### config.mk
export PLATFORM = sky130hd
export DESIGN_NAME = voice_mixer
export DESIGN_NICKNAME = d
export VERILOG_FILES = /design/src/rtl/mixer_pkg.sv /design/src/rtl/mixer_scale_sat.sv /design/src/rtl/voice_mixer.sv
export SDC_FILE = /design/constraint.sdc
export NUM_CORES = 1
export LEC_CHECK = 0
export CAP_MARGIN = 20
export CORE_MARGIN = 3
export CORE_UTILIZATION = 44
export CTS_BUF_LIST = sky130_fd_sc_hd__clkbuf_16
export DETAILED_ROUTE_END_ITERATION = 7
export PLACE_DENSITY = 0.68
export SYNTH_ARGS = -nofsm -noshare
export SYNTH_HDL_FRONTEND = slang
export SYNTH_SLANG_ARGS = --single-unit
### constraint.sdc
create_clock -name clk -period 5.8 [get_ports clk]
set_input_delay 0.58 -clock clk [delete_from_list [all_inputs] [get_ports clk]]
set_output_delay 0.58 -clock clk [all_outputs]
set_load 0.02 [all_outputs]
### src/rtl/mixer_pkg.sv
// Shared definitions for the voice mixer: the FSM state type and the default
// timing and gain constants used by voice_mixer and its gain stage.
package mixer_pkg;

    typedef enum logic [2:0] {
        ST_IDLE,
        ST_REQUEST,
        ST_WAIT,
        ST_SCALE,
        ST_OUTPUT
    } mix_state_e;

    localparam int         DEFAULT_SAMPLE_DIV    = 1134;   // 50 MHz / 44.1 kHz
    localparam int         DEFAULT_VOICE_TIMEOUT = 15;
    localparam logic [7:0] UNITY_GAIN            = 8'd128; // gain is Q1.7

endpackage

### src/rtl/mixer_scale_sat.sv
// Combinational gain stage: multiplies the signed voice sum by an unsigned
// Q1.7 volume, arithmetic-shifts right by 7 and clamps to signed 16 bits.
//   i_acc     signed voice accumulator (ACC_W bits)
//   i_volume  unsigned gain, 128 = unity
//   o_result  saturated signed 16-bit sample
module mixer_scale_sat #(
    parameter int ACC_W = 19
) (
    input  logic signed [ACC_W-1:0] i_acc,
    input  logic        [7:0]       i_volume,
    output logic signed [15:0]      o_result
);

    // |acc| <= 2^(ACC_W-1), volume < 2^8: product always fits in ACC_W+9 bits
    localparam int PROD_W = ACC_W + 9;
    localparam logic signed [PROD_W-1:0] MAX_V = PROD_W'(32767);
    localparam logic signed [PROD_W-1:0] MIN_V = -PROD_W'(32768);

    logic signed [PROD_W-1:0] w_acc_ext;
    logic signed [PROD_W-1:0] w_vol_ext;
    logic signed [PROD_W-1:0] w_prod;
    logic signed [PROD_W-1:0] w_shift;

    always_comb begin
        w_acc_ext = {{9{i_acc[ACC_W-1]}}, i_acc};
        w_vol_ext = {{(PROD_W-8){1'b0}}, i_volume};
        w_prod    = w_acc_ext * w_vol_ext;
        w_shift   = w_prod >>> 7;
        if (w_shift > MAX_V)
            o_result = 16'sh7FFF;
        else if (w_shift < MIN_V)
            o_result = -16'sh8000;
        else
            o_result = w_shift[15:0];
    end

endmodule

### src/rtl/voice_mixer.sv
// Sample-rate voice mixer. Every SAMPLE_DIV clocks it polls each active voice
// slot for one sample, sums the responses, applies master volume with
// saturation and presents the result to the DAC with a one-cycle strobe.
//   clk, reset      system clock, synchronous active-high reset
//   voice_active    per-slot enable, sampled when the slot is visited
//   voice_req/index request handshake towards the voice engines
//   voice_sample    signed response, qualified by voice_valid
//   master_volume   unsigned gain, 128 = unity, sampled in SCALE
//   mixer_output    held mixed sample; sample_strobe marks each update
//   overrun         sticky: a sample tick landed while a mix was running
module voice_mixer
    import mixer_pkg::*;
#(
    parameter int  NUM_VOICES    = 8,
    parameter int  SAMPLE_DIV    = DEFAULT_SAMPLE_DIV,
    parameter int  VOICE_TIMEOUT = DEFAULT_VOICE_TIMEOUT,
    parameter bit  LATENCY_CHECK = 1'b1,
    localparam int IDX_W         = $clog2(NUM_VOICES)
) (
    input  logic                    clk,
    input  logic                    reset,
    input  logic [NUM_VOICES-1:0]   voice_active,
    output logic                    voice_req,
    output logic [IDX_W-1:0]        voice_index,
    input  logic signed [15:0]      voice_sample,
    input  logic                    voice_valid,
    input  logic [7:0]              master_volume,
    output logic signed [15:0]      mixer_output,
    output logic                    sample_strobe,
    output logic                    overrun
);

    localparam int ACC_W = 16 + IDX_W;
    localparam int DIV_W = $clog2(SAMPLE_DIV);
    localparam int TMO_W = $clog2(VOICE_TIMEOUT + 1);

    if ((1 << IDX_W) != NUM_VOICES || NUM_VOICES < 2 || NUM_VOICES > 16) begin : g_nv_chk
        $error("voice_mixer: NUM_VOICES must be a power of two in 2..16");
    end
    // Latency check can be disabled to build a deliberately overrunning instance
    if (LATENCY_CHECK && (3 + NUM_VOICES * (VOICE_TIMEOUT + 2) >= SAMPLE_DIV)) begin : g_lat_chk
        $error("voice_mixer: worst-case mix latency does not fit in SAMPLE_DIV");
    end

    mix_state_e                r_state;
    logic [DIV_W-1:0]          r_div;
    logic signed [ACC_W-1:0]   r_acc;
    logic [IDX_W-1:0]          r_idx;
    logic [TMO_W-1:0]          r_tmo;
    logic                      r_req;
    logic signed [15:0]        r_result;
    logic signed [15:0]        r_out;
    logic                      r_strobe;
    logic                      r_ovr;

    logic                      w_tick;
    logic                      w_tmo_done;
    logic                      w_advance;
    logic signed [15:0]        w_scaled;

    mixer_scale_sat #(.ACC_W(ACC_W)) u_scale (
        .i_acc    (r_acc),
        .i_volume (master_volume),
        .o_result (w_scaled)
    );

    always_comb begin
        w_tick     = (r_div == DIV_W'(SAMPLE_DIV - 1));
        w_tmo_done = (r_tmo == TMO_W'(VOICE_TIMEOUT - 1));
        w_advance  = 1'b0;
        case (r_state)
            ST_REQUEST: w_advance = !voice_active[r_idx];   // skip inactive slot
            ST_WAIT:    w_advance = voice_valid || w_tmo_done;
            default:    w_advance = 1'b0;
        endcase
    end

    always_ff @(posedge clk) begin
        if (reset) begin
            r_state  <= ST_IDLE;
            r_div    <= '0;
            r_acc    <= '0;
            r_idx    <= '0;
            r_tmo    <= '0;
            r_req    <= 1'b0;
            r_result <= '0;
            r_out    <= '0;
            r_strobe <= 1'b0;
            r_ovr    <= 1'b0;
        end else begin
            r_div    <= w_tick ? '0 : r_div + 1'b1;
            r_strobe <= 1'b0;
            // A tick outside IDLE is dropped; the running mix is left alone
            if (w_tick && r_state != ST_IDLE)
                r_ovr <= 1'b1;

            case (r_state)
                ST_IDLE: begin
                    if (w_tick) begin
                        r_acc   <= '0;
                        r_idx   <= '0;
                        r_state <= ST_REQUEST;
                    end
                end
                ST_REQUEST: begin
                    if (voice_active[r_idx]) begin
                        r_req   <= 1'b1;
                        r_tmo   <= '0;
                        r_state <= ST_WAIT;
                    end
                end
                ST_WAIT: begin
                    if (voice_valid)
                        r_acc <= r_acc + {{IDX_W{voice_sample[15]}}, voice_sample};
                    if (voice_valid || w_tmo_done)
                        r_req <= 1'b0;      // a timed-out voice contributes nothing
                    else
                        r_tmo <= r_tmo + 1'b1;
                end
                ST_SCALE: begin
                    r_result <= w_scaled;
                    r_state  <= ST_OUTPUT;
                end
                ST_OUTPUT: begin
                    r_out    <= r_result;
                    r_strobe <= 1'b1;
                    r_state  <= ST_IDLE;
                end
                default: r_state <= ST_IDLE;
            endcase

            if (w_advance) begin
                if (r_idx == IDX_W'(NUM_VOICES - 1)) begin
                    r_state <= ST_SCALE;
                end else begin
                    r_idx   <= r_idx + 1'b1;
                    r_state <= ST_REQUEST;
                end
            end
        end
    end

    assign voice_req     = r_req;
    assign voice_index   = r_idx;
    assign mixer_output  = r_out;
    assign sample_strobe = r_strobe;
    assign overrun       = r_ovr;

endmodule
==> Yosys cells after proc, flatten, opt, wreduce, memory -nomap -nowiden <==
Cells that the tools add are included.
{ "totals": {"ff_bits": 75, "inputBits": 35, "out_inout_bits": 22} }
{ "op_classes": {"add_sub_neg": 4, "mul": 1, "magnitude_cmp": 3, "n_eq_ne": 15, "mux": 24, "reduce_logical": 12} }
{ "op_table": {"columns": ["operator", "n"], "rows": [
  ["$mux 19", 2],
  ["$pmux 19 s2", 1],
  ["$mux 16", 2],
  ["$mul 19x9->28", 1],
  ["$gt 21x16->1 const B", 1],
  ["$lt 21x16->1 const B", 1],
  ["$mux 3", 7],
  ["$add 19x19->19", 1],
  ["$ne 2x2->1 const B", 6],
  ["$pmux 3 s4", 1],
  ["$reduce_and 3->1", 4],
  ["$add 11x1->11 const B", 1],
  ["$eq 11x11->1 const B", 1],
  ["$mux 4", 2],
  ["$pmux 4 s2", 1],
  ["$eq 3x2->1 const B", 2],
  ["$eq 3x3->1 const B", 2],
  ["$ne 3x3->1 const B", 2],
  ["$add 4x1->4 const B", 1],
  ["$eq 4x4->1 const B", 1],
  ["$lt 3x4->1 const B", 1],
  ["$mux 1", 4],
  ["$pmux 1 s2", 2],
  ["$reduce_bool 2->1", 2],
  ["10 further kinds", 10]
]} }

==> Depth between registers and ports, before layout <==
Gate-level depths: netlist of run 1.
{ "depth": {"word_depth": 6, "depth_mapped": 22} }

==> By module <==
From an unflattened synthesis of run 1, not the netlist that was laid out.
{ "hier_totals": {"hier_cells": 1065, "hier_area_um2": 9111.2} }
{ "modules_own_cells": {"columns": ["mod", "n_inst", "cells_each", "area_per_inst_um2"], "rows": [
  ["mixer_scale_sat", 1, 610, 5308.8],
  ["voice_mixer", 1, 455, 3802.4]
]} }

==> Least setup slack after synthesis of run 1 <==
No wires, ideal clock.
{ "synth_path": {"kind": "input -> register", "startpoint": "input master_volume[2]", "endpoint": "register r_result[11]", "setup_ns": 0.139, "arrival_ns": 5.697, "required_ns": 5.661, "slack_ns": -0.037, "path_stages": 20, "path_buffers": 3, "cell_sequence": "clkbuf_1 buf_1 nand2_1 fa_1 inv_1 fa_1 fa_1 fa_1 ha_1 and4_1 and3_1 nand3_1 a31o_1 and3_4 o211ai_1 nor3b_2 nor2_1 a21boi_2 buf_8 a211oi_1"} }
{ "synth_between": {"elab_chain_cells": 4} }
{ "synth_rtl": {"columns": ["element", "line_no", "text"], "rows": [
  ["from (decl)", "voice_mixer.sv:27", "input logic [7:0] master_volume,"],
  ["$mul 19x9->28 (*)", "mixer_scale_sat.sv:27", "w_prod = w_acc_ext * w_vol_ext;"],
  ["$lt 21x16->1", "mixer_scale_sat.sv:31", "else if (w_shift < MIN_V)"],
  ["$mux 16", "mixer_scale_sat.sv:31", null],
  ["$mux 16 (*)", "mixer_scale_sat.sv:29", "if (w_shift > MAX_V)"],
  ["to (signal assigned)", "voice_mixer.sv:121", "r_result <= w_scaled;"],
  ["to (decl)", "voice_mixer.sv:51", "logic signed [15:0] r_result;"]
]} }
Mark *: on every way between the ends. The rest lies on a longest branch, timed or not.
A chain may end at the register's enable or synchronous reset.

==> Worst setup path after layout of run 1 <==
{ "layout_path": {"startpoint": "register r_acc[14]", "endpoint": "register r_result[2]"} }
{ "layout_between": {"elab_chain_cells": 4} }
{ "layout_rtl": {"columns": ["element", "line_no", "text"], "rows": [
  ["from (decl)", "voice_mixer.sv:47", "logic signed [ACC_W-1:0] r_acc;"],
  ["from (signal assigned)", "voice_mixer.sv:114", "r_acc <= r_acc + {{IDX_W{voice_sample[15]}}, voice_sample};"],
  ["$mul 19x9->28 (*)", "mixer_scale_sat.sv:27", null],
  ["$lt 21x16->1", "mixer_scale_sat.sv:31", null],
  ["$mux 16", "mixer_scale_sat.sv:31", null],
  ["$mux 16 (*)", "mixer_scale_sat.sv:29", null]
]} }
Marked as above.

==> flow_metrics.env, run 1 <==
export IMPL_cp_required_ns=6.04
export IMPL_synthFlopType="dfxtp_1"
export IMPL_setup_viol=0
export IMPL_grt_overflow=0
export IMPL_rows=51
export IMPL_finalClockSkew_ns=0.00784
export IMPL_cts_hold_buf=0
export IMPL_postRouteWirelength_mm=20.8
export IMPL_tightest_slew_ns=0.894
export IMPL_status="finished, final reports clean"
export IMPL_critPathCaptureType="register"
export IMPL_drt_iter0_drc=333
export IMPL_drv_slew=0
export IMPL_synth_top_area_cell="fa_1"
export IMPL_htree_levels=3
export IMPL_utilization_pct=54.6
export IMPL_cts_buffer_depth=2
export IMPL_rsz0062_at_grt="false"
export IMPL_avgRoutedWirePerCell_um=14.6
export IMPL_cts_sinks=75
export IMPL_place_area_um2=10400
export IMPL_synth_avg_cell_area_um2=8.63
export IMPL_min_path_type="reg -> reg"
export IMPL_dr_pass1_iters=5
export IMPL_hpwlAfterDp_mm=17.0
export IMPL_crit_fanout=10
export IMPL_fp_dieW_um=150
export IMPL_grt_pass1_wl_mm=36.4
export IMPL_min_period_ns=5.47
export IMPL_grtUsageTotal_pct=19.9
export IMPL_postRouteAntennaNets=0
export IMPL_worstHoldPathCells=2
export IMPL_synth_area_um2=9060
export IMPL_root_buffer="clkbuf_16"
export IMPL_synth_area_leaders="fa_1 27%, dfxtp_1 17%, ha_1 10%"
export IMPL_holdWs_ns=0.454
export IMPL_syn_nets=1281
export IMPL_finalInstanceArea_um2=10800
export IMPL_antenna_found_initial=0
export IMPL_synth_edf_count=0
export IMPL_timing_rr_start="r_acc[14]"
export IMPL_drcViolationCount=0
export IMPL_synth_cell_types=68
export IMPL_clk_pin_slew_worst_paths_ns=0.06
export IMPL_yosysMostFrequentCell="inv_1"
export IMPL_max_cap_viol_count=0
export IMPL_fp_coreArea_um2=19800
export IMPL_dpl_cell_count=1415
export IMPL_synth_warnings=0
export IMPL_power_mw=1.11
export IMPL_critical_path_class="reg -> reg"
export IMPL_gp_congestion=0.811
export IMPL_fp_dieArea_um2=22400
export IMPL_async_flop_share_pct=0
export IMPL_rr_worst_depth=20
export IMPL_syn_instance_count=1050
export IMPL_fin_cells=1432
export IMPL_synthTopCellsByCount="162 x inv_1, 140 x nand2_1, 120 x fa_1, 82 x and2_1, 76 x ha_1"
export IMPL_min_period_over_period_pct=94.2
export IMPL_vias_per_cell=5.04
export IMPL_cp_arrival_ns=5.71
export IMPL_whs_endpoint="mixer_output[6]"
export IMPL_area_growth_pct=19.6
export IMPL_cts_buffers=9
export IMPL_ir_worst_vdd_uv=167
export IMPL_fmax_mhz=183
export IMPL_ys_seq_area_share_pct=16.6
export IMPL_hold_viol_final=0
export IMPL_p_per_area_nw_per_um2=103
export IMPL_leakagePower_nw=5.34
export IMPL_grt_max_degree=70
export IMPL_ys_ff_latch=75
export IMPL_clkLatencyLatePin_ns=0.33
export IMPL_num_io_pins=57
export IMPL_cts_tree="built"
export IMPL_n_antenna_cell=0
export IMPL_io_buffer_count=56
export IMPL_rrSetupSlack_ns=0.33
export IMPL_slew_limit_headroom_pct=40.4
export IMPL_layout_nets=1394
export IMPL_synth_top_area_share_pct=26.5
export IMPL_cp_start_kind="register"
export IMPL_hp_start="mixer_output[6]"
export IMPL_grt_pass1_vias=7769
export IMPL_drive_gt1_share_pct=13.4
export IMPL_initial_core_util_pct=45.7
export IMPL_r2r_end="r_result[2]"
export IMPL_fp_dieH_um=150
export IMPL_vias=7214
==> cells in the final DEF, fill, tap and decap left out, types with 17 or more instances in the layout <==
cell / instances
inv_1: 162
nand2_1: 139
fa_1: 119
and2_1: 82
buf_4: 77
dfxtp_1: 75
ha_1: 72
nor2_1: 62
a21oi_1: 59
clkdlybuf4s50_1: 47
nand3_1: 25
xnor2_1: 24
xor2_1: 17
==> area by class of cell <==
cell class                 count  area [um^2]
timing repair buffer         141         1300
clock buffer                   9          225
tap                          265          332
sequential                    75         1500
fill                        1830         9010
inverter                     162          608
clock inverter                 6         42.5
multi-input combinational    774         6830
==> flip-flops by register name (all words and copies together) (netlist names), 3 cells and up <==
| signal | cells |
|---|---|
| r_acc | 19 |
| mixer_output | 16 |
| r_result | 16 |
| r_div | 11 |
| r_tmo | 4 |
| r_state | 3 |
| voice_index | 3 |
==> power breakdown <==
group | leakage [nW] | switching (mW) | internal, mW
clock | 0.118 | 0.217 | 0.287
sequential | 0.604 | 0.00177 | 0.517
combinational | 4.62 | 0.0465 | 0.0433
total | 5.34 | 0.265 | 0.847
==> per-layer routing <==
| metal | part of all wire (%) | up-vias | GRT usage, % |
|---|---|---|---|
| li1 | - | 3563 | - |
| met4 | 2.8 | 0 | 5.72 |
| met5 | 0 | - | 0 |
| met2 | 50 | 126 | 35.2 |
| met1 | 44 | 3492 | 25.4 |
| met3 | 3.4 | 33 | 2.70 |
==> metrics by stage <==
| stage | setup WS (ns) | TNS (ns) |
|---|---|---|
| 2_1_floorplan | 0.0606 | 0 |
| 3_3_place_gp | -0.272 | -4.03 |
| 3_5_place_dp | -0.315 | -4.78 |
| 4_1_cts | 0.0112 | 0 |
| 5_1_grt | 0.0196 | 0 |
| 6_report | 0.335 | 0 |
==> worst max-delay path, stage by stage (launching register included) <==
cell and delay [ns]:
dfxtp_1 0.57, nand2_1 0.14, fa_1 0.55, inv_1 0.05
fa_1 0.46, fa_1 0.55, inv_1 0.06, fa_1 0.53
inv_1 0.04, ha_1 0.23, a2111oi_4 0.32, o21ai_1 0.12
a31o_1 0.20, a21oi_2 0.15, and3_4 0.23, xnor2_1 0.11
nand4_1 0.16, o32ai_4 0.40, clkbuf_16 0.23, nand2_2 0.05
a211oi_2 0.22
==> cell families (layout without fill, tap and decap cells) <==
kind of cell	after synthesis	count (layout)	synth area share [%]
AOI/OAI and AO/OA	149	149	11.4
DFF	75	75	16.6
adders and majority gates	196	196	37.0
xor gates and xnor gates	41	41	3.96
muxes	7	7	1.08
buffers and inverters	201	318	9.07
and+or+nand+nor	381	381	21.0
==> what timing repair did <==
action                                  in CTS  in global routing
setup buffers                                0                  1
endpoints found under the setup margin       0                 16
gates resized for setup                      0                 24
==> worst max path at each step <==
stage	startpoint	to	slack, ns	depth (start not counted)
2_1_floorplan	master_volume[2]	r_result[11]	0.06	20
3_3_place_gp	master_volume[5]	r_result[3]	-0.27	21
3_5_place_dp	master_volume[5]	r_result[14]	-0.32	21
4_1_cts	master_volume[2]	r_result[14]	0.01	22
5_1_grt	r_acc[14]	r_result[3]	0.02	20
6_report	r_acc[14]	r_result[2]	0.33	20
No activity file was read; power rests on OpenSTA's default activity.
==> inputs of run 2 (changes only) <==
--- a/config.mk
+++ b/config.mk
@@ -11,6 +11,7 @@
 export CTS_BUF_LIST = sky130_fd_sc_hd__clkbuf_16
 export DETAILED_ROUTE_END_ITERATION = 7
 export PLACE_DENSITY = 0.68
+export REMOVE_ABC_BUFFERS = 1
 export SYNTH_ARGS = -nofsm -noshare
 export SYNTH_HDL_FRONTEND = slang
 export SYNTH_SLANG_ARGS = --single-unit
==> flow_metrics.env, run 2 (same netlist as run 1, synthesis figures left out) <==
export IMPL_min_period_over_period_pct=95.5
export IMPL_multi_input_area_um2=6940
export IMPL_cp_required_ns=6.06
export IMPL_fmax_mhz=180
export IMPL_layout_nets=1394
export IMPL_final_common_cell="inv_1"
export IMPL_combPwrFrac_pct=7.9
export IMPL_setup_viol=0
export IMPL_vias_per_cell=5.13
export IMPL_min_path_type="reg -> reg"
export IMPL_hpwlAfterDp_mm=16.0
export IMPL_holdWs_ns=0.454
export IMPL_finalClockSkew_ns=0.00615
export IMPL_critPathCaptureType="register"
export IMPL_rsz0062_at_grt="false"
export IMPL_max_cap_viol_count=0
export IMPL_crit_start="master_volume[2]"
export IMPL_cts_tree="built"
export IMPL_drive_gt1_share_pct=14.8
export IMPL_timing_rr_start="r_acc[18]"
export IMPL_antenna_found_initial=0
export IMPL_fp_dieH_um=150
export IMPL_internal_power_mw=0.940
export IMPL_fillers=1752
export IMPL_p_per_area_nw_per_um2=109
export IMPL_utilization_pct=55.7
export IMPL_avgRoutedWirePerCell_um=14.4
export IMPL_num_io_pins=57
export IMPL_crit_fanout=7
export IMPL_cts_hold_buf=0
export IMPL_hold_viol_final=0
export IMPL_largest_reg_flops=19
export IMPL_slew_limit_headroom_pct=43.6
export IMPL_place_ws_ns=-0.448
export IMPL_cts_buffers=9
export IMPL_cp_start_kind="primary input"
export IMPL_htree_levels=3
export IMPL_min_period_ns=5.54
export IMPL_vias=7342
export IMPL_fp_dieArea_um2=22400
export IMPL_clk_pin_slew_worst_paths_ns=0.06
export IMPL_grt_pass1_vias=7538
export IMPL_grt_overflow=0
export IMPL_grt_max_degree=37
export IMPL_top_register="r_acc"
export IMPL_cts_sinks=75
export IMPL_drcViolationCount=0
export IMPL_p_clk_share_pct=49.2
export IMPL_hp_start="r_result[8]"
export IMPL_grt_pass1_wl_mm=35.2
export IMPL_rows=51
export IMPL_worst_slack_ns=0.259
export IMPL_leakagePower_nw=5.39
export IMPL_n_antenna_cell=0
export IMPL_seqPwrFrac_pct=42.9
export IMPL_dr_pass1_iters=5
export IMPL_switching_share_pct=22.3
export IMPL_postRouteWirelength_mm=20.6
export IMPL_dpl_cell_count=1407
export IMPL_area_growth_pct=21.9
export IMPL_fp_dieW_um=150
export IMPL_io_buffer_count=56
export IMPL_clkLatencyLatePin_ns=0.34
export IMPL_ir_worst_vdd_uv=153
export IMPL_root_buffer="clkbuf_16"
export IMPL_cp_arrival_ns=5.80
export IMPL_grtUsageTotal_pct=19.2
export IMPL_status="finished, final reports clean"
export IMPL_tightest_slew_ns=0.846
export IMPL_cts_buffer_depth=2
export IMPL_drt_iter0_drc=383
export IMPL_critical_path_class="in -> reg"
export IMPL_regArea_um2=1500
export IMPL_gp_congestion=0.826
export IMPL_fin_cells=1432
export IMPL_drv_slew=0
export IMPL_fp_coreArea_um2=19800
export IMPL_final_cell_mix="162 x inv_1, 139 x nand2_1, 116 x fa_1"
export IMPL_power_switching_mw=0.270
export IMPL_initial_core_util_pct=45.7
export IMPL_postRouteAntennaNets=0
## run 2: cell types whose count changed in the layout (fill, tap and decap cells not counted), sizes merged
| cell | before | now |
|---|---|---|
| clkinvlp | 4 | 0 |
| clkinv | 1 | 4 |
| buf | 85 | 83 |
| bufinv | 0 | 2 |
| clkbuf | 10 | 12 |
| inv | 163 | 162 |
## run 2: per-stage QoR
stage / setup TNS (ns) / total power [mW] / area, um^2
after floorplan: 0 / 0.551 / 8850
after global placement: -2.88 / 0.616 / 10400
after detailed placement: -6.18 / 0.617 / 10400
after CTS: 0 / 1.21 / 10700
after global routing: 0 / 1.25 / 11100
final: 0 / 1.21 / 11100
## run 2: layout make-up
| type | instances | share of cell area, % |
|---|---|---|
| flip-flops and latches | 75 | 13.6 |
| repair buffers | 141 | 12.3 |
| inverters | 162 | 5.50 |
| clock buffers | 9 | 2.04 |
| clock inverters | 6 | 0.826 |
| well taps | 265 | 3.00 |
| multi-input cells | 774 | 62.8 |
## run 2: routing by layer
metal  routed length, um  track usage [%]  part of all wire, %  vias to the layer above
met4                 608             6.77                  3.0                        0
met1                9320             24.8                   45                     3614
met5                   0                0                    0                        -
met2               10100             33.8                   49                      114
li1                    -                -                    -                     3578
met3                 583             1.79                  2.8                       36
## run 2: worst paths after layout
check | depth (start not counted) | slack, ns | to
setup / recovery | 23 | 0.26 | r_result[5]
hold / removal | 2 | 0.45 | mixer_output[8]
setup reg to reg | 20 | 0.35 | r_result[5]
hold reg to reg | 2 | 0.45 | mixer_output[8]
## run 2: power by group through the flow
stage               logic (mW)  registers (mW)  clock network (mW)
floorplan               0.0214           0.530                   0
global placement        0.0855           0.530                   0
detailed placement      0.0868           0.530                   0
CTS                     0.0871           0.519               0.606
global route             0.104           0.519               0.625
finish                  0.0960           0.519               0.595
## run 2: critical path, cell delays in order
cell and delay [ns]:
dlymetal6s2s_1 0.26, buf_12 0.18, buf_4 0.15, nand2_1 0.08, fa_1 0.55, inv_1 0.05
fa_1 0.54, inv_1 0.07, fa_1 0.50, fa_1 0.56, inv_1 0.04, ha_1 0.29
o21ai_1 0.06, nand2b_1 0.13, nand3_2 0.13, a31o_1 0.28, and3_4 0.18, xnor2_2 0.11
nand4_1 0.16, o32ai_4 0.40, clkbuf_16 0.23, nand2_2 0.05, a211oi_2 0.21
## run 2: timing repair
| item | 4_1_cts | 5_1_grt |
|---|---|---|
| gates resized for setup | 2 | 44 |
| endpoints found under the setup margin | 15 | 16 |
| pin swaps | 0 | 53 |
| setup buffers | 0 | 6 |
| hold endpoints to repair | 0 | 0 |
| gates cloned | 0 | 4 |
==> inputs of run 3 (changes only) <==
--- a/config.mk
+++ b/config.mk
@@ -8,8 +8,8 @@
 export CAP_MARGIN = 20
 export CORE_MARGIN = 3
 export CORE_UTILIZATION = 44
-export CTS_BUF_LIST = sky130_fd_sc_hd__clkbuf_16
 export DETAILED_ROUTE_END_ITERATION = 7
+export GPL_TIMING_DRIVEN = 0
 export PLACE_DENSITY = 0.68
 export REMOVE_ABC_BUFFERS = 1
 export SYNTH_ARGS = -nofsm -noshare
==> flow_metrics.env, run 3 (same netlist as run 1, synthesis figures left out) <==
export IMPL_status="finished, final reports clean"
export IMPL_cts_tree="built"
export IMPL_dr_pass1_iters=4
export IMPL_hp_start="r_result[1]"
export IMPL_vias_per_cell=5.12
export IMPL_tightest_slew_ns=1.10
export IMPL_ir_worst_vdd_uv=127
export IMPL_postRouteAntennaNets=0
export IMPL_crit_chain="nand2_1 > fa_1 > inv_1 > fa_1 > fa_1 > inv_1 > fa_1 > inv_1 > ha_1 > a21o_1 > a21oi_4 > nand3_1 > a21oi_2 > mux2_1 > a22oi_1 > nand3_1 > a21boi_4 > buf_12 > a211oi_1"
export IMPL_io_buffer_count=56
export IMPL_hold_viol_final=0
export IMPL_p_per_area_nw_per_um2=119
export IMPL_largest_reg_flops=19
export IMPL_area_growth_pct=11.7
export IMPL_gp_congestion=0.803
export IMPL_final_common_cell="inv_1"
export IMPL_rsz0062_at_grt="false"
export IMPL_layout_nets=1312
export IMPL_utilization_pct=51.0
export IMPL_crit_top_cell="fa_1"
export IMPL_hpwlAfterDp_mm=15.0
export IMPL_root_buffer="clkbuf_16"
export IMPL_min_period_over_period_pct=94.8
export IMPL_slew_limit_headroom_pct=26.5
export IMPL_fp_dieH_um=150
export IMPL_htree_levels=3
export IMPL_whs_endpoint="mixer_output[1]"
export IMPL_initial_core_util_pct=45.7
export IMPL_crit_fanout=15
export IMPL_final_cell_mix="162 x inv_1, 140 x nand2_1, 119 x fa_1"
export IMPL_grt_pass1_wl_mm=34.3
export IMPL_grt_pass1_vias=7263
export IMPL_min_path_type="reg -> reg"
export IMPL_antenna_found_initial=0
export IMPL_grtUsageTotal_pct=18.8
export IMPL_drt_iter0_drc=293
export IMPL_rows=51
export IMPL_drcViolationCount=0
export IMPL_cpMaxStageDelayCell="dfxtp_1"
export IMPL_drive_gt1_share_pct=7.00
export IMPL_drv_slew=0
export IMPL_top_register="r_acc"
export IMPL_worstHoldPathCells=2
export IMPL_fp_coreArea_um2=19800
export IMPL_finalInstanceArea_um2=10100
export IMPL_rrSetupSlack_ns=0.30
export IMPL_holdWs_ns=0.449
export IMPL_fp_dieArea_um2=22400
export IMPL_dpl_cell_count=1333
export IMPL_clkLatencyLatePin_ns=0.34
export IMPL_cts_buffers=9
export IMPL_grt_overflow=0
export IMPL_vias=6922
export IMPL_max_cap_viol_count=0
export IMPL_avgRoutedWirePerCell_um=14.4
export IMPL_setup_viol=0
export IMPL_cp_slowest_stage_delay_ns=0.55
export IMPL_cp_arrival_ns=5.69
export IMPL_cts_sinks=75
export IMPL_finalClockSkew_ns=0.00513
export IMPL_critPathCaptureType="register"
export IMPL_fin_cells=1351
export IMPL_num_io_pins=57
export IMPL_min_period_ns=5.50
export IMPL_clk_pin_slew_worst_paths_ns=0.06
export IMPL_critical_path_class="reg -> reg"
export IMPL_grt_max_degree=37
export IMPL_r2r_end="r_result[1]"
export IMPL_cp_start_kind="register"
export IMPL_leakagePower_nw=4.89
export IMPL_rr_worst_depth=19
export IMPL_fp_dieW_um=150
export IMPL_setup_tns_ns=0
export IMPL_cts_buffer_depth=2
export IMPL_fmax_mhz=182
export IMPL_timing_rr_start="r_acc[4]"
export IMPL_n_antenna_cell=0
export IMPL_postRouteWirelength_mm=19.4
export IMPL_cp_required_ns=5.99
export IMPL_place_area_um2=9760
==> run 3: cell type report <==
cell class,count,area [um^2]
Fill cell,1883,9720
Multi-Input combinational cell,774,6760
Sequential cell,75,1510
Inverter,162,608
Timing Repair Buffer,59,594
Tap cell,265,332
Clock buffer,11,243
Clock inverter,5,85.1
==> run 3: how the worst max path moves through the flow <==
stage,start,end,slack (ns)
2_1_floorplan,master_volume[5],r_result[0],0.28
3_3_place_gp,master_volume[0],r_result[1],-1.58
3_5_place_dp,master_volume[0],r_result[1],-1.53
4_1_cts,master_volume[3],r_result[1],0.02
5_1_grt,r_acc[14],r_result[3],0.008
6_report,r_acc[4],r_result[1],0.30
==> run 3: repair_timing <==
action / in CTS / in global routing
buffers inserted: 2 / 0
gates resized for setup: 27 / 27
endpoints found under the setup margin: 16 / 16
pin swaps: 2 / 0
hold buffers: 0 / 0
cloned: 0 / 0
==> run 3: metal layers <==
| layer | vias to the layer above | share of wire [%] | global-route usage [%] |
|---|---|---|---|
| li1 | 3403 | - | - |
| met1 | 3414 | 45 | 24.5 |
| met2 | 77 | 51 | 33.5 |
| met3 | 28 | 2.0 | 1.91 |
| met4 | 0 | 1.9 | 5.13 |
| met5 | - | 0 | 0 |
==> run 3: worst max-delay path: cells and delay by family (launching register included) <==
| family | cells | cell delay [ns] |
|---|---|---|
| and+or+nand+nor | 3 | 0.48 |
| buffers and inverters | 4 | 0.32 |
| muxes | 1 | 0.38 |
| adders and majority gates | 5 | 2.44 |
| DFF | 1 | 0.55 |
| AOI/OAI and AO/OA | 6 | 1.19 |
==> run 3: stage by stage <==
stage               setup slack (ns)  power (mW)
global route                 0.00759        1.25
finish                         0.299        1.21
CTS                           0.0230        1.22
detailed placement             -1.53       0.607
floorplan                      0.282       0.551
global placement               -1.58       0.605
==> run 3: report_power, final <==
part	switching [mW]	internal [mW]	leakage, nW
Clock	0.221	0.391	0.156
Sequential	0.00174	0.517	0.606
Combinational	0.0440	0.0312	4.13
==> edit 1 (config.mk and constraints of run 1) <==
The parameter `NUM_VOICES` goes from 8 to 16.
--- a/src/rtl/voice_mixer.sv
+++ b/src/rtl/voice_mixer.sv
@@ -11,7 +11,7 @@
 module voice_mixer
     import mixer_pkg::*;
 #(
-    parameter int  NUM_VOICES    = 8,
+    parameter int  NUM_VOICES    = 16,
     parameter int  SAMPLE_DIV    = DEFAULT_SAMPLE_DIV,
     parameter int  VOICE_TIMEOUT = DEFAULT_VOICE_TIMEOUT,
     parameter bit  LATENCY_CHECK = 1'b1,
Ports: changed (resized voice_active and voice_index); port bits go from 57 to 66. The function was not compared with the original's and may differ.
==> edit 1 against run 1 <==
  * Setup slack worse by 0.14 ns
  * Routed wire length is 12% higher
  * Sequential cell count is 2 higher
  * Global-route usage is 0.66 points higher
  * Power is 8.9% higher
  * Final area is 8.2% higher
  * Synthesized cell count is 6.8% higher
  * Maximum frequency is 2.5% lower
  * Area after synthesis is 5.0% higher
  * Count of clock-buffer cells in the layout stayed put
  * Register-to-register slack worse by 0.12 ns
  * Worst hold slack better by 0.00097 ns
==> edit 1: results (changes against run 1) <==
power_and_ir_drop:
  irDropWorstVdd_v: 0.000155  # -7.6%
  p_leak_nw: 5.63  # +5.4%
  switching_power_mw: 0.291  # +9.7%
sta:
  fin_crit_ns: 5.60  # +0.139 ns
finish:
  fill_cells: 1908  # +4.3%
outcome:
  run_status: "finished, final reports clean"
global_route:
  grt_pass1_vias: 8226  # +5.9%
  grt_use_met1_pct: 27.7  # +2.3 points
  grt_use_total_pct: 20.5  # +0.66 points
  grt_max_degree: 58  # -17%
  grtUsageMet3_pct: 2.80  # +0.11 points
  grt_pass1_wl_um: 40200  # +11%
setup_path:
  rr_worst_depth: 19  # -5.0%
  crit_arrival_ns: 5.82  # +0.11 ns
  r2r_setup_slack_ns: 0.21  # -0.12 ns
  critPathSlowestCell: "fa_1"
detailed_routing:
  drtIter0Drc: 434  # +30%
  met2_length_um: 11600  # +11%
  wl_um: 23400  # +12%
synthesis:
  yosysSeqAreaShare_pct: 16.2  # -0.37 points
  synthTopCellsByArea: "fa_1 27%, dfxtp_1 16%, ha_1 10%"
place:
  gp_congestion: 0.887  # +9.4%
  dp_hpwl_um: 18300  # +7.4%
  dp.cells: 1503  # +6.2%
cts:
  cts_resized: 44  # +44
==> edit 1: changes by cell type in the layout (fill, tap and decap cells not counted), moves of 8 or more <==
cell             delta
inv_1              +26
nor2_1             -16
a211oi_2           -14
a221o_1            +12
buf_4              +12
nand2_2            -10
a21oi_1             +9
clkdlybuf4s50_1     +9
nand3_1             +8
==> edit 1: area by class of cell <==
class | instances | area, um2 | area share, %
clock inverters | 7 | 83.8 | 0.715
multi-input cells | 803 | 7360 | 62.8
clock buffers | 9 | 225 | 1.92
well taps | 275 | 344 | 2.93
flip-flops and latches | 77 | 1550 | 13.2
inverters | 195 | 732 | 6.24
repair buffers | 166 | 1430 | 12.2
==> edit 1: cells by family after synthesis <==
family                     Yosys count  share of synthesized area [%]
and+or+nand+nor                    381                           20.1
buffers and inverters              243                           9.81
adders and majority gates          204                           36.8
AOI/OAI and AO/OA                  163                           11.4
DFF                                 77                           16.2
xor gates and xnor gates            46                           4.31
muxes                                7                           1.42
==> edit 2 (config.mk and constraints of run 1) <==
Made on the original files. The 5 states of `mix_state_e` get a one-hot encoding in 5 bits.
--- a/src/rtl/mixer_pkg.sv
+++ b/src/rtl/mixer_pkg.sv
@@ -2,12 +2,12 @@
 // timing and gain constants used by voice_mixer and its gain stage.
 package mixer_pkg;
 
-    typedef enum logic [2:0] {
-        ST_IDLE,
-        ST_REQUEST,
-        ST_WAIT,
-        ST_SCALE,
-        ST_OUTPUT
+    typedef enum logic [4:0] {
+        ST_IDLE    = 5'b00001,
+        ST_REQUEST = 5'b00010,
+        ST_WAIT    = 5'b00100,
+        ST_SCALE   = 5'b01000,
+        ST_OUTPUT  = 5'b10000
     } mix_state_e;
 
     localparam int         DEFAULT_SAMPLE_DIV    = 1134;   // 50 MHz / 44.1 kHz
Check against the original RTL: same outputs for any inputs over 10 cycles, from zero or initial values and one cycle with reset high; not proved beyond that.
==> edit 2 against run 1 <==
  * Setup slack got worse by 0.091 ns
  * Synthesized cell count rose by 7.2%
  * First-iteration DRC count is 12% higher
  * Routed wire length grew 7.9%
  * Worst hold slack gained 0.0028 ns
  * Final area increased by 5.6%
  * Sequential share of layout area is 0.36 points lower
  * Sequential cell count grew 2
  * Clock skew shrank 0.0013 ns
  * Non-clock buffer count increased by 22
  * Power up 5.6%
  * Area after synthesis grew 4.7%
  * Largest power group is now the clock network
==> edit 2: results (changes against run 1) <==
power_and_ir_drop:
  p_leak_nw: 5.54  # +3.6%
  irDropWorstVdd_v: 0.000136  # -19%
detailed_routing:
  drt_first_pass_iters: 5  # unchanged
  wl_um: 22500  # +7.9%
  drtIter0Drc: 373  # +12%
  vias_per_cell: 5.17  # +2.7%
synthesis:
  synth_fp_nets: 1357  # +5.9%
  yosysUniqueCellTypes: 67  # -1.5%
  yosysWarnings: 0  # unchanged
  synth_ff_type: "dfxtp_1"
  synthArstFlopShare_pct: 0  # unchanged
  yosysSeqAreaShare_pct: 16.2  # -0.32 points
  synthTopCellsByArea: "fa_1 25%, dfxtp_1 16%, ha_1 10%"
  netlist_top_cells_count: "171 x inv_1, 141 x nand2_1, 120 x fa_1, 89 x nor2_1, 83 x and2_1"
finish:
  n_antenna_cell: 0  # unchanged
  fill_cells: 1918  # +4.8%
  regMostFlops: "r_acc"
  drive_gt1_share_pct: 15.0  # +1.6 points
  final_nets: 1487  # +6.7%
  largest_register_ffs: 19  # unchanged
setup_path:
  crit_arrival_ns: 5.79  # +0.08 ns
  critPathMaxFanout: 8  # -2
cts:
  ctsLongestPathBuffers: 2  # unchanged
  path_clk_slew_ns: 0.07
  clk_latency_ns: 0.33  # about the same
  cts_root_buffer: "clkbuf_16"
  htreeDepth: 3  # unchanged
  numCtsBuffers: 9  # unchanged
global_route:
  grt_use_total_pct: 19.6  # -0.28 points
  grt_pass1_vias: 8159  # +5.0%
  antenna_found_initial: 1  # +1
  grt_pass1_wl_um: 38500  # +5.6%
  grt_max_degree: 87  # +24%
place:
  gp_congestion: 0.896  # +10%
  port_buffers: 56  # unchanged
  dp_hpwl_um: 17900  # +5.1%
sta:
  clock_skew_ns: 0.00657  # -0.00127 ns
  setup-tns-final_ns: 0  # unchanged
  worst_slew_pin_slew_ns: 0.870  # -0.0240 ns
outcome:
  run_status: "finished, final reports clean"
min_path:
  hold_path.class: "reg -> reg"
[edit 2: cell count changes after synthesis, sizes merged, moves of 6 or more]
cell	before	now
a211oi	20	6
a31oi	3	10
clkbuf	29	35
inv	162	171
nand2	150	142
nand2b	10	4
nor2	62	89
nor3	13	23
o32ai	1	15
or3	3	14
[edit 2: cell families after synthesis]
kind of cell               synth area share (%)
AOI/OAI and AO/OA                          11.8
muxes                                     0.791
adders and majority gates                  35.3
buffers and inverters                      9.48
and+or+nand+nor                            22.7
xor gates and xnor gates                   3.60
DFF                                        16.2
[edit 2: power by group]
group,internal [mW],switching (mW)
clock network,0.300,0.244
registers,0.530,0.00206
logic,0.0484,0.0489
[edit 2: cell type report]
cell class                 instances  area share, %
clock buffer                       9           1.97
multi-input combinational        834           62.4
timing repair buffer             163           12.9
sequential                        77           13.5
tap                              275           3.01
inverter                         171           5.61
clock inverter                     7          0.602
[edit 2: worst paths after layout]
check / start / to / slack, ns / cells after the start
setup / recovery: master_volume[0] / r_result[3]$_SDFFE_PP0N_ / 0.24 / 20
hold / removal: mixer_output[14]$_SDFFE_PP0P_ / mixer_output[14]$_SDFFE_PP0P_ / 0.46 / 2
setup reg to reg: r_acc[7]$_SDFFE_PP0P_ / r_result[3]$_SDFFE_PP0N_ / 0.25 / 19
hold reg to reg: mixer_output[14]$_SDFFE_PP0P_ / mixer_output[14]$_SDFFE_PP0P_ / 0.46 / 2
[edit 2: worst max-delay path, stage by stage]
cell and delay, ns:
dlygate4sd2_1 0.37, nand2_1 0.12, fa_1 0.51, inv_1 0.06, fa_1 0.49, fa_1 0.49, inv_1 0.06, fa_1 0.54
inv_1 0.05, ha_1 0.29, and2_0 0.14, and4b_2 0.27, o21a_4 0.22, o31ai_4 0.33, o41ai_2 0.10, xnor2_1 0.15
or4_1 0.40, o31a_1 0.33, buf_12 0.17, o32ai_1 0.09
[edit 2: repair_timing]
action / CTS / global route
pin swaps: 5 / 6
resized for setup: 12 / 28
gates cloned: 1 / 2
setup buffers: 1 / 7
endpoints found under the setup margin: 15 / 15
[edit 2: routing by layer]
layer	track usage [%]	wire, um	vias up
met5	0	0	-
met4	5.13	469	0
met3	2.97	1050	36
met2	34.7	11100	147
met1	25.1	9850	3851
li1	-	-	3909
[edit 2: stage by stage]
stage	power, mW	utilization (%)	cell area (um2)	worst slack [ns]	instances
CTS	1.18	53.4	11300	0.0130	1527
global placement	0.633	51.8	10900	-0.340	1509
global route	1.21	54.2	11400	0.0119	1536
floorplan	0.585	-	9490	0.0771	1126
finish	1.17	54.2	11400	0.244	1536
detailed placement	0.635	51.8	10900	-0.451	1509
